===== src/rtl/ntt_bfu.sv =====
// Pipelined CT/GS butterfly for NTT over Z_Q with an embedded
// Montgomery multiplier (R = 2^DATA_WIDTH).
package ntt_pkg;
   localparam int DATA_WIDTH = 12;
   localparam int Q          = 3329;
   localparam int MO_MUL_LAT = 2;
   // -Q^-1 mod 2^DATA_WIDTH
   localparam int Q_NEG_INV  = 3327;
endpackage

module mo_mul
   import ntt_pkg::*;
#(
   parameter int WIDTH = DATA_WIDTH,
   parameter int LAT   = MO_MUL_LAT
) (
   input  logic             clk,
   input  logic [WIDTH-1:0] a,
   input  logic [WIDTH-1:0] b,
   output logic [WIDTH-1:0] r
);
   localparam int PW = 2 * WIDTH + 1;
   localparam logic [WIDTH-1:0] MQ = WIDTH'(Q);
   localparam logic [WIDTH-1:0] QP = WIDTH'(Q_NEG_INV);

   logic [2*WIDTH-1:0] t;
   logic [WIDTH-1:0]   m;
   logic [PW-1:0]      s;
   logic [WIDTH:0]     u;
   logic [WIDTH-1:0]   pipe_d [LAT];
   logic [WIDTH-1:0]   pipe_q [LAT];

   // REDC: u = (t + m*Q) / R lands in [0, 2Q) for a, b < Q
   always_comb begin
      t = {WIDTH'(0), a} * {WIDTH'(0), b};
      m = WIDTH'(t[WIDTH-1:0] * QP);
      s = PW'(t) + PW'({WIDTH'(0), m} * {WIDTH'(0), MQ});
      u = (WIDTH + 1)'(s >> WIDTH);
      pipe_d[0] = (u >= {1'b0, MQ}) ? WIDTH'(u - {1'b0, MQ})
                                    : u[WIDTH-1:0];
      for (int i = 1; i < LAT; i++) begin
         pipe_d[i] = pipe_q[i-1];
      end
   end

   always_ff @(posedge clk) begin
      pipe_q <= pipe_d;
   end

   assign r = pipe_q[LAT-1];
endmodule

module ntt_bfu
   import ntt_pkg::*;
#(
   parameter int MUL_LAT = MO_MUL_LAT
) (
   input logic      clk,
   input logic      rst,
   ntt_bfu_if.slave io
);
   localparam int L  = MUL_LAT + 2;
   localparam int CW = $clog2(L + 1);
   localparam int DW = DATA_WIDTH;
   localparam logic [DW:0]   QW = (DW + 1)'(Q);
   localparam logic [DW-1:0] QN = DW'(Q);

   typedef enum logic [1:0] {IDLE, RUN, DRAIN} state_t;

   function automatic logic [DW-1:0] add_mod(
      input logic [DW-1:0] x,
      input logic [DW-1:0] y
   );
      logic [DW:0] s;
      s = {1'b0, x} + {1'b0, y};
      if (s >= QW) s = s - QW;
      return s[DW-1:0];
   endfunction

   function automatic logic [DW-1:0] sub_mod(
      input logic [DW-1:0] x,
      input logic [DW-1:0] y
   );
      logic [DW:0] d;
      d = {1'b0, x} - {1'b0, y};
      if (d[DW]) d = d + QW;
      return d[DW-1:0];
   endfunction

   state_t          state_q;
   logic            mode_q;
   logic [CW-1:0]   cnt_q, cnt_d;
   logic            ready, xfer;

   logic            v1_q, v1_d, m1_q, m1_d;
   logic [DW-1:0]   x1_q, x1_d, y1_q, y1_d, w1_q, w1_d;
   logic            vd_q [MUL_LAT];
   logic            vd_d [MUL_LAT];
   logic            md_q [MUL_LAT];
   logic            md_d [MUL_LAT];
   logic [DW-1:0]   xd_q [MUL_LAT];
   logic [DW-1:0]   xd_d [MUL_LAT];
   logic [DW-1:0]   mul_r, p;
   logic            out_valid_q, out_valid_d;
   logic [DW-1:0]   out_a_q, out_a_d, out_b_q, out_b_d;

   always_comb begin
      ready = 1'b0;
      unique case (state_q)
         IDLE:    ready = 1'b1;
         RUN:     ready = (io.in_mode == mode_q);
         default: ready = 1'b0;
      endcase
   end

   assign xfer = io.in_valid && ready;

   always_comb begin
      cnt_d = cnt_q;
      unique case ({xfer, out_valid_q})
         2'b10:   cnt_d = cnt_q + CW'(1);
         2'b01:   cnt_d = cnt_q - CW'(1);
         default: cnt_d = cnt_q;
      endcase
   end

   always_ff @(posedge clk or posedge rst) begin
      if (rst) begin
         state_q <= IDLE;
         mode_q  <= 1'b0;
      end else begin
         unique case (state_q)
            IDLE: begin
               if (xfer) begin
                  state_q <= RUN;
                  mode_q  <= io.in_mode;
               end
            end
            RUN: begin
               if (cnt_d == '0) begin
                  state_q <= IDLE;
               end else if (io.in_valid && (io.in_mode != mode_q)) begin
                  state_q <= DRAIN;
               end
            end
            DRAIN: begin
               if (cnt_q == '0) state_q <= IDLE;
            end
            default: state_q <= IDLE;
         endcase
      end
   end

   // CT passes a/b straight to the multiplier; GS does add/sub first
   always_comb begin
      v1_d = xfer;
      m1_d = io.in_mode;
      w1_d = io.in_w;
      if (io.in_mode) begin
         x1_d = add_mod(io.in_a, io.in_b);
         y1_d = sub_mod(io.in_a, io.in_b);
      end else begin
         x1_d = io.in_a;
         y1_d = io.in_b;
      end
   end

   always_comb begin
      vd_d[0] = v1_q;
      md_d[0] = m1_q;
      xd_d[0] = x1_q;
      for (int i = 1; i < MUL_LAT; i++) begin
         vd_d[i] = vd_q[i-1];
         md_d[i] = md_q[i-1];
         xd_d[i] = xd_q[i-1];
      end
   end

   always_ff @(posedge clk) begin
      if (xfer) begin
         m1_q <= m1_d;
         x1_q <= x1_d;
         y1_q <= y1_d;
         w1_q <= w1_d;
      end
      md_q <= md_d;
      xd_q <= xd_d;
   end

   mo_mul #(
      .WIDTH (DW),
      .LAT   (MUL_LAT)
   ) u_mul (
      .clk (clk),
      .a   (y1_q),
      .b   (w1_q),
      .r   (mul_r)
   );

   always_comb begin
      p           = (mul_r == QN) ? '0 : mul_r;
      out_valid_d = vd_q[MUL_LAT-1];
      out_a_d     = out_a_q;
      out_b_d     = out_b_q;
      if (vd_q[MUL_LAT-1]) begin
         if (md_q[MUL_LAT-1]) begin
            out_a_d = xd_q[MUL_LAT-1];
            out_b_d = p;
         end else begin
            out_a_d = add_mod(xd_q[MUL_LAT-1], p);
            out_b_d = sub_mod(xd_q[MUL_LAT-1], p);
         end
      end
   end

   always_ff @(posedge clk or posedge rst) begin
      if (rst) begin
         cnt_q       <= '0;
         v1_q        <= 1'b0;
         vd_q        <= '{default: 1'b0};
         out_valid_q <= 1'b0;
         out_a_q     <= '0;
         out_b_q     <= '0;
      end else begin
         cnt_q       <= cnt_d;
         v1_q        <= v1_d;
         vd_q        <= vd_d;
         out_valid_q <= out_valid_d;
         out_a_q     <= out_a_d;
         out_b_q     <= out_b_d;
      end
   end

   assign io.in_ready  = ready;
   assign io.out_valid = out_valid_q;
   assign io.out_a     = out_a_q;
   assign io.out_b     = out_b_q;
   assign io.busy      = (cnt_q != '0);
endmodule


===== src/rtl/ntt_bfu_if.sv =====
// Sample handshake and result bus of the NTT butterfly unit.
interface ntt_bfu_if #(
   parameter int W = 12
);
   logic         in_valid;
   logic         in_ready;
   logic         in_mode;
   logic [W-1:0] in_a;
   logic [W-1:0] in_b;
   logic [W-1:0] in_w;
   logic         out_valid;
   logic [W-1:0] out_a;
   logic [W-1:0] out_b;
   logic         busy;

   modport master (
      output in_valid, in_mode, in_a, in_b, in_w,
      input  in_ready, out_valid, out_a, out_b, busy
   );

   modport slave (
      input  in_valid, in_mode, in_a, in_b, in_w,
      output in_ready, out_valid, out_a, out_b, busy
   );
endinterface


===== src/flat_wrapper.sv =====
// flat-port wrapper written by rule: the top's interface ports become plain ports
module ntt_bfu_flat import ntt_pkg::*;
#(
   parameter int MUL_LAT = MO_MUL_LAT
)
  (clk, rst, io_in_valid, io_in_mode, io_in_a, io_in_b, io_in_w, io_in_ready, io_out_valid, io_out_a, io_out_b, io_busy);
  ntt_bfu_if #(.W(DATA_WIDTH)) io_i ();
  input logic clk;
  input logic rst;
  input wire logic [$bits(io_i.in_valid)-1:0] io_in_valid;
  input wire logic [$bits(io_i.in_mode)-1:0] io_in_mode;
  input wire logic [$bits(io_i.in_a)-1:0] io_in_a;
  input wire logic [$bits(io_i.in_b)-1:0] io_in_b;
  input wire logic [$bits(io_i.in_w)-1:0] io_in_w;
  output wire logic [$bits(io_i.in_ready)-1:0] io_in_ready;
  output wire logic [$bits(io_i.out_valid)-1:0] io_out_valid;
  output wire logic [$bits(io_i.out_a)-1:0] io_out_a;
  output wire logic [$bits(io_i.out_b)-1:0] io_out_b;
  output wire logic [$bits(io_i.busy)-1:0] io_busy;
  assign io_i.in_valid = io_in_valid;
  assign io_i.in_mode = io_in_mode;
  assign io_i.in_a = io_in_a;
  assign io_i.in_b = io_in_b;
  assign io_i.in_w = io_in_w;
  assign io_in_ready = io_i.in_ready;
  assign io_out_valid = io_i.out_valid;
  assign io_out_a = io_i.out_a;
  assign io_out_b = io_i.out_b;
  assign io_busy = io_i.busy;
  ntt_bfu #(.MUL_LAT(MUL_LAT)) u_core (.clk(clk), .rst(rst), .io(io_i));
endmodule

===== config.mk =====
export PLATFORM = sky130hd
export DESIGN_NAME = ntt_bfu_flat
export DESIGN_NICKNAME = d
export VERILOG_FILES = /design/src/rtl/ntt_bfu.sv /design/src/rtl/ntt_bfu_if.sv /design/src/flat_wrapper.sv
export SDC_FILE = /design/constraint.sdc
export NUM_CORES = 1
export LEC_CHECK = 0
export ABC_AREA = 0
export CORE_AREA = 4 4 206 148
export CTS_BUF_LIST = sky130_fd_sc_hd__clkbuf_16
export DETAILED_ROUTE_END_ITERATION = 10
export DIE_AREA = 0 0 210 152
export GPL_ROUTABILITY_DRIVEN = 1
export PLACE_DENSITY = 0.89
export SLEW_MARGIN = 0
export SYNTH_ARGS = -nofsm -noshare
export SYNTH_HDL_FRONTEND = slang
export SYNTH_SLANG_ARGS = --single-unit

===== constraint.sdc =====
create_clock -name clk -period 11.5 [get_ports clk]
set_input_delay 2.3 -clock clk [delete_from_list [all_inputs] [get_ports clk]]
set_output_delay 2.3 -clock clk [all_outputs]
set_load 0.005 [all_outputs]

==> flow_summary.yaml, run 1 <==
status:
  status: "finished with violations"
  failing_checks: "setup timing"
timing:
  hold-worst-slack_ns: 0.325
  final_period_minus_worst_setup_slack_ns: 11.50
  worst_slew_margin: 0.280
  finalClockSkew_ns: 0.0129
  rsz0062_at_grt: "yes"
  report.final.setup_viol: 1
  max_slew.worst_pin.slew_ns: 1.08
  layout_setup_ws_ns: -0.00208
  share_of_the_cycle_needed_by_the_critical_path_after_routing: 1.00
  highest_clock_frequency_the_design_can_meet_mhz: 86.9
  timing_hold_violations_final: 0
  timing.setup.tns_ns: -0.00208
  slew_violations: 0
worst_setup_path:
  critical_path.top_delay_family: "adder cells"
  critPathCaptureType: "register"
  worst-endpoint-arrival_ns: 11.82
  critical_path_type: "reg -> reg"
  cp.required_ns: 11.82
  cp-start-kind: "register"
  worstPathMaxFanout: 7
  max_stage_delay_ns: 0.60
  worst-path-buf-inv: 6
  crit_slowest_cell: "sky130_fd_sc_hd__fa_2"
logic_synthesis:
  syn-cell-area_sq_um: 16300
  yosys_warnings: 0
  number_of_enable_type_register_cells_in_the_synthesized_netlist: 37
  mappedNetlistNets: 2249
  synth_async_sr_flop_share: 0.281
  synthFlopType: "sky130_fd_sc_hd__dfxtp_1"
  postSynthRegisterBits: 121
  syn_avg_cell_area_sq_um: 8.97
  netlist_instances: 1813
  synth_seq_area_share: 0.182
  ys_types: 87
die:
  floorplan.die.width_um: 210
  top_level_ports: 67
  coreArea_sq_um: 28500
  die_area_sq_um: 31900
  die-height_um: 152
  start_util: 0.571
  core.rowCount: 52
grt:
  first_global_vias: 13481
  globalRouteOverflowTotal: 0
  grt.total_usage: 0.252
  initial_antenna_violation_count: 0
  grt_start_max_net_pins: 40
  grt_pass1_wl_mm: 66.7
placed_design:
  place_congestion: 0.942
  port_buffer_count: 66
  postPlaceCellArea_sq_um: 17500
  dp_hpwl_mm: 32.0
drt:
  drc: 0
  total_routed_wirelength_mm: 42.2
  detail_route.wl_per_cell_um: 18.4
  route.detailed.vias_per_inst: 5.84
  dr.pass1.iters: 5
  via_count: 13434
  route.antenna.remaining_nets: 0
  drtIter0Drc: 1069
clock_network:
  clockRootBuffer: "sky130_fd_sc_hd__clkbuf_16"
  numClockSinks: 121
  clkTransAtPathRegs_ns: 0.07
  cts_buffers: 17
  clock_tree_from_tritoncts: "yes"
  cts-hold-fix-buffers: 0
  cts_max_path_buffers: 2
  clk-insertion-delay-late_ns: 0.43
  ctsHtreeMaxLevel: 4
flow_run:
  max_cap_violations: 0
finish:
  antenna_cells_inserted: 0
  nFillCells: 2023
  utilization: 0.663
  layout-drive-gt1-share: 0.114
  stdcell_area_sq_um: 18900
  final_nets: 2344
  areaGrowthSynthToFinish_pct: 16.1
hold_path:
  min-delay-path-class: "reg -> reg"
synth_stat cells, types with 16 or more instances:
master / instances / area, sq um
sky130_fd_sc_hd__clkbuf_1: 57 / 214
sky130_fd_sc_hd__nor2b_1: 30 / 188
sky130_fd_sc_hd__nor2_1: 73 / 274
sky130_fd_sc_hd__inv_1: 304 / 1140
sky130_fd_sc_hd__dfrtp_1: 34 / 851
sky130_fd_sc_hd__fa_1: 158 / 3160
sky130_fd_sc_hd__xor2_1: 36 / 315
sky130_fd_sc_hd__nand2_1: 153 / 574
sky130_fd_sc_hd__nand3_1: 26 / 130
sky130_fd_sc_hd__nor3_1: 38 / 190
sky130_fd_sc_hd__and2_1: 70 / 438
sky130_fd_sc_hd__o21a_1: 16 / 120
sky130_fd_sc_hd__edfxtp_1: 37 / 1110
sky130_fd_sc_hd__a21o_1: 23 / 173
sky130_fd_sc_hd__o21ai_0: 34 / 170
sky130_fd_sc_hd__ha_1: 238 / 2980
sky130_fd_sc_hd__a21oi_1: 87 / 435
sky130_fd_sc_hd__dfxtp_1: 50 / 1000
sky130_fd_sc_hd__xnor2_1: 87 / 762
sky130_fd_sc_hd__o21ai_1: 19 / 95.1
logic make-up after synthesis:
logic type,Yosys count,share of synthesized area
AOI/OAI and AO/OA,304,0.126
xor gates and xnor gates,124,0.0672
adders and majority gates,396,0.377
buffers and inverters,367,0.0849
DFF,121,0.182
muxes,16,0.0107
and+or+nand+nor,485,0.152
through the flow:
stage / setup slack (ns) / instances
6_report: -0.00208 / 2299
5_1_grt: -0.478 / 2299
4_1_cts: 0.00774 / 2275
3_5_place_dp: -0.303 / 2233
3_3_place_gp: 0.127 / 2233
2_1_floorplan: 0.248 / 1813
worst paths after layout:
| kind | cells after the start | endpoint | start | slack [ns] |
|---|---|---|---|---|
| max in group asynchronous | 3 | u_core.io.out_b[2]$_DFFE_PP0P_ | rst | 8.87 |
| worst min register to register | 0 | u_core.u_mul.r[1]$_DFF_P_ | u_core.u_mul.pipe_d[1]$_DFF_P_ | 0.33 |
| worst max register to register | 45 | u_core.u_mul.pipe_d[9]$_DFF_P_ | u_core.w1_q[4]$_DFFE_PP_ | -0.002 |
| worst max-delay path | 45 | u_core.u_mul.pipe_d[9]$_DFF_P_ | u_core.w1_q[4]$_DFFE_PP_ | -0.002 |
| min in group asynchronous | 3 | u_core.io.out_a[2]$_DFFE_PP0P_ | rst | 2.30 |
| worst min-delay path | 0 | u_core.u_mul.r[1]$_DFF_P_ | u_core.u_mul.pipe_d[1]$_DFF_P_ | 0.33 |
worst register-to-register path, delay by kind of cell, from the launching register on:
family                   cells  cell delay, ns
AO/OA/AOI/OAI                9            1.95
XOR/XNOR                    10            1.58
adder cells (fa/ha/maj)     15            6.04
buffers and inverters        6            0.51
flip-flops                   1            0.51
AND/OR/NAND/NOR              5            0.81
routing by layer:
layer | wire [um] | GRT usage | vias up | share of wire
met5 | 0 | 0 | - | 0
met4 | 805 | 0.0568 | 0 | 0.019
met3 | 3790 | 0.0445 | 91 | 0.090
met2 | 19700 | 0.409 | 665 | 0.47
met1 | 17900 | 0.357 | 6486 | 0.42
li1 | - | - | 6192 | -
layout by cell type (no fill, tap or decap), types with 10 or more instances in the layout:
cell type and count:
sky130_fd_sc_hd__xnor2_1 75, sky130_fd_sc_hd__a21o_1 23, sky130_fd_sc_hd__dfrtp_1 34, sky130_fd_sc_hd__clkbuf_16 17, sky130_fd_sc_hd__inv_1 296, sky130_fd_sc_hd__clkdlybuf4s50_1 66, sky130_fd_sc_hd__buf_4 63, sky130_fd_sc_hd__ha_1 219
sky130_fd_sc_hd__nand3_1 25, sky130_fd_sc_hd__nor3_1 35, sky130_fd_sc_hd__nor4_1 10, sky130_fd_sc_hd__a21oi_1 83, sky130_fd_sc_hd__inv_2 11, sky130_fd_sc_hd__dfxtp_1 50, sky130_fd_sc_hd__xor2_1 36, sky130_fd_sc_hd__o21ai_0 31
sky130_fd_sc_hd__and2_1 69, sky130_fd_sc_hd__fa_1 152, sky130_fd_sc_hd__xnor2_2 11, sky130_fd_sc_hd__edfxtp_1 37, sky130_fd_sc_hd__o21bai_1 10, sky130_fd_sc_hd__mux2_2 10, sky130_fd_sc_hd__o21a_1 15, sky130_fd_sc_hd__o21ai_1 20
sky130_fd_sc_hd__a31oi_1 13, sky130_fd_sc_hd__or3_1 15, sky130_fd_sc_hd__nor3b_1 12, sky130_fd_sc_hd__o31ai_1 12, sky130_fd_sc_hd__nor2b_1 29, sky130_fd_sc_hd__nand2b_1 15, sky130_fd_sc_hd__nand2_1 146, sky130_fd_sc_hd__ha_4 18
sky130_fd_sc_hd__nor2_1 67
sequential cells by signal, indices dropped and copies added (netlist names), 2 cells and up:
name	flops
u_core.cnt_q	3
u_core.io.out_a	12
u_core.io.out_b	12
u_core.state_q	2
u_core.u_mul.pipe_d	12
u_core.u_mul.r	12
u_core.w1_q	12
u_core.x1_q	12
u_core.xd_d	12
u_core.xd_q	12
u_core.y1_q	12
timing repair:
action                     CTS  global route
gates cloned                 0             0
pin swaps                   15            78
gates resized for setup     14            93
setup endpoints to repair   11            12
buffers inserted            10            25
area by class of cell:
type | count | area (sq um) | area share
Inverter | 305 | 1140 | 0.0606
Multi-Input combinational cell | 1325 | 12500 | 0.662
Tap cell | 378 | 473 | 0.0250
Clock inverter | 15 | 125 | 0.00662
Timing Repair Buffer | 138 | 1250 | 0.0663
Clock buffer | 17 | 425 | 0.0225
Sequential cell | 121 | 2960 | 0.157
Power of run 1 is not shown: default switching activity piles up to over one toggle a cycle in this logic, so the estimate is an artifact.
==> run 2: changes to the inputs <==
--- a/config.mk
+++ b/config.mk
@@ -12,6 +12,8 @@
 export DIE_AREA = 0 0 210 152
 export GPL_ROUTABILITY_DRIVEN = 1
 export PLACE_DENSITY = 0.89
+export REMOVE_ABC_BUFFERS = 1
+export SKIP_LAST_GASP = 1
 export SLEW_MARGIN = 0
 export SYNTH_ARGS = -nofsm -noshare
 export SYNTH_HDL_FRONTEND = slang
==> run 2 against run 1 <==
Compared with the run above: the flow still finishes with violations (setup timing); global-route usage rose by 0.13 points; die area unchanged; first-iteration DRC count up 25%; via count increased by 1.1%; worst hold slack got worse by 0.00068 ns; utilization is 0.27 points higher; critical path depth rose by 4; critical path type unchanged; largest cell class unchanged.
==> flow_summary.yaml, run 2 (synthesis results as in run 1) <==
status:
  status: "finished with violations"
  failing_checks: "setup timing"
clock_network:
  clockRootBuffer: "sky130_fd_sc_hd__clkbuf_16"
  numClockSinks: 121
  cts_buffers: 17
  ctsHtreeMaxLevel: 4
  clkTransAtPathRegs_ns: 0.06
  clock_tree_from_tritoncts: "yes"
  clk-insertion-delay-late_ns: 0.43
  cts_max_path_buffers: 2
drt:
  wl_met2_mm: 20.2
  route.antenna.remaining_nets: 0
  via_count: 13580
  total_routed_wirelength_mm: 42.9
  drc: 0
  dr.pass1.iters: 6
  route.top_layer_used: "met4"
  route.detailed.vias_per_inst: 5.88
  wl_met1_mm: 17.9
  detail_route.wl_per_cell_um: 18.6
  met3_length_mm: 3.80
  drtIter0Drc: 1332
grt:
  grt_start_max_net_pins: 40
  initial_antenna_violation_count: 0
  first_global_vias: 13619
  globalRouteOverflowTotal: 0
  grt_pass1_wl_mm: 66.9
  grt.total_usage: 0.254
timing:
  finalClockSkew_ns: 0.00915
  rsz0062_at_grt: "yes"
  share_of_the_cycle_needed_by_the_critical_path_after_routing: 1.01
  worst_slew_margin: 0.512
  final_period_minus_worst_setup_slack_ns: 11.63
  timing_hold_violations_final: 0
  layout_setup_ws_ns: -0.127
  highest_clock_frequency_the_design_can_meet_mhz: 86.0
  max_slew.worst_pin.slew_ns: 0.729
  slew_violations: 0
  report.final.setup_viol: 11
worst_setup_path:
  critPathCaptureType: "register"
  cp.required_ns: 11.81
  crit_slowest_cell: "sky130_fd_sc_hd__or4_4"
  cp-start-kind: "register"
  critical_path_type: "reg -> reg"
  max_stage_delay_ns: 0.60
  r2r-end: "u_core.u_mul.pipe_d[8]$_DFF_P_"
  crit_top_cell: "sky130_fd_sc_hd__fa_1"
  worst-endpoint-arrival_ns: 11.94
  regToRegSetupSlack_ns: -0.13
  worstPathMaxFanout: 6
  r2r_cells: 49
  source_of_the_worst_register_to_register_timing_path: "u_core.w1_q[3]$_DFFE_PP_"
die:
  coreArea_sq_um: 28500
  core.rowCount: 52
  die-height_um: 152
  start_util: 0.571
  die_area_sq_um: 31900
  floorplan.die.width_um: 210
  top_level_ports: 67
placed_design:
  dp_slack_ns: -0.219
  place_congestion: 0.962
  dp_hpwl_mm: 31.4
  port_buffer_count: 66
finish:
  multi_input_gate_area_in_the_final_layout_sq_um: 12500
  final_cell_mix: "sky130_fd_sc_hd__inv_1 (296), sky130_fd_sc_hd__ha_1 (218), sky130_fd_sc_hd__fa_1 (153)"
  final_nets: 2355
  nFillCells: 2018
  areaGrowthSynthToFinish_pct: 16.6
  layout-drive-gt1-share: 0.119
  most_common_cell_after_layout_fill_and_taps_aside: "sky130_fd_sc_hd__inv_1"
  antenna_cells_inserted: 0
  final-seq-area_sq_um: 2960
hold_path:
  hold_end: "u_core.u_mul.r[3]$_DFF_P_"
  min-delay-path-class: "reg -> reg"
  hold_start: "u_core.u_mul.pipe_d[3]$_DFF_P_"
  holdPathStages: 0
flow_run:
  max_cap_violations: 0
run 2: cell count changes in the layout (fill, tap and decap cells not counted), sizes merged:
cell    previous run  this run
clkbuf            17        19
inv              314       312
buf               72        82
a21oi             89        90
run 2: worst max-delay path by stage:
stage          slack, ns                      from  depth (start not counted)                        endpoint
2_1_floorplan       0.28  u_core.y1_q[5]$_DFFE_PP_                         41  u_core.u_mul.pipe_d[1]$_DFF_P_
3_3_place_gp        0.13  u_core.w1_q[5]$_DFFE_PP_                         41  u_core.u_mul.pipe_d[1]$_DFF_P_
3_5_place_dp       -0.22  u_core.w1_q[5]$_DFFE_PP_                         41  u_core.u_mul.pipe_d[1]$_DFF_P_
4_1_cts             0.02  u_core.y1_q[2]$_DFFE_PP_                         44  u_core.u_mul.pipe_d[5]$_DFF_P_
5_1_grt            -0.53  u_core.w1_q[3]$_DFFE_PP_                         48  u_core.u_mul.pipe_d[7]$_DFF_P_
6_report           -0.13  u_core.w1_q[3]$_DFFE_PP_                         49  u_core.u_mul.pipe_d[8]$_DFF_P_
run 2: area by class of cell:
type	count	share of cell area
inverter	305	0.0604
clock buffer	19	0.0251
timing repair buffer	148	0.0695
clock inverter	13	0.00528
tap	378	0.0249
sequential	121	0.156
multi-input combinational	1326	0.659
run 2: critical path: cells and delay by family, from the launching register on:
family	cells	cell delay (ns)
flip-flops	1	0.50
AND/OR/NAND/NOR	6	1.24
AO/OA/AOI/OAI	8	1.59
XOR/XNOR	10	1.61
buffers and inverters	10	0.74
adder cells (fa/ha/maj)	15	5.81
run 2: through the flow:
stage | TNS, ns | instance area [sq um] | util | cells | hold slack, ns
floorplan | 0 | 16000 | - | 1751 | 0.310
global placement | 0 | 17400 | 0.612 | 2232 | 0.310
detailed placement | -1.31 | 17400 | 0.612 | 2232 | 0.312
CTS | 0 | 18200 | 0.640 | 2281 | 0.325
global route | -5.65 | 19000 | 0.666 | 2310 | 0.328
finish | -0.733 | 19000 | 0.666 | 2310 | 0.325
run 2: timing repair:
action,in CTS,in global routing
pin swaps,11,71
setup buffers,16,30
gates resized for setup,13,96
endpoints found under the setup margin,11,12
hold buffers,0,0
gates cloned,1,0
run 2: metal layers:
metal | vias up | track usage
met5 | - | 0
met1 | 6559 | 0.357
li1 | 6207 | -
met2 | 707 | 0.413
met3 | 107 | 0.0497
met4 | 0 | 0.0497
Power of run 2 is left out for the same reason.
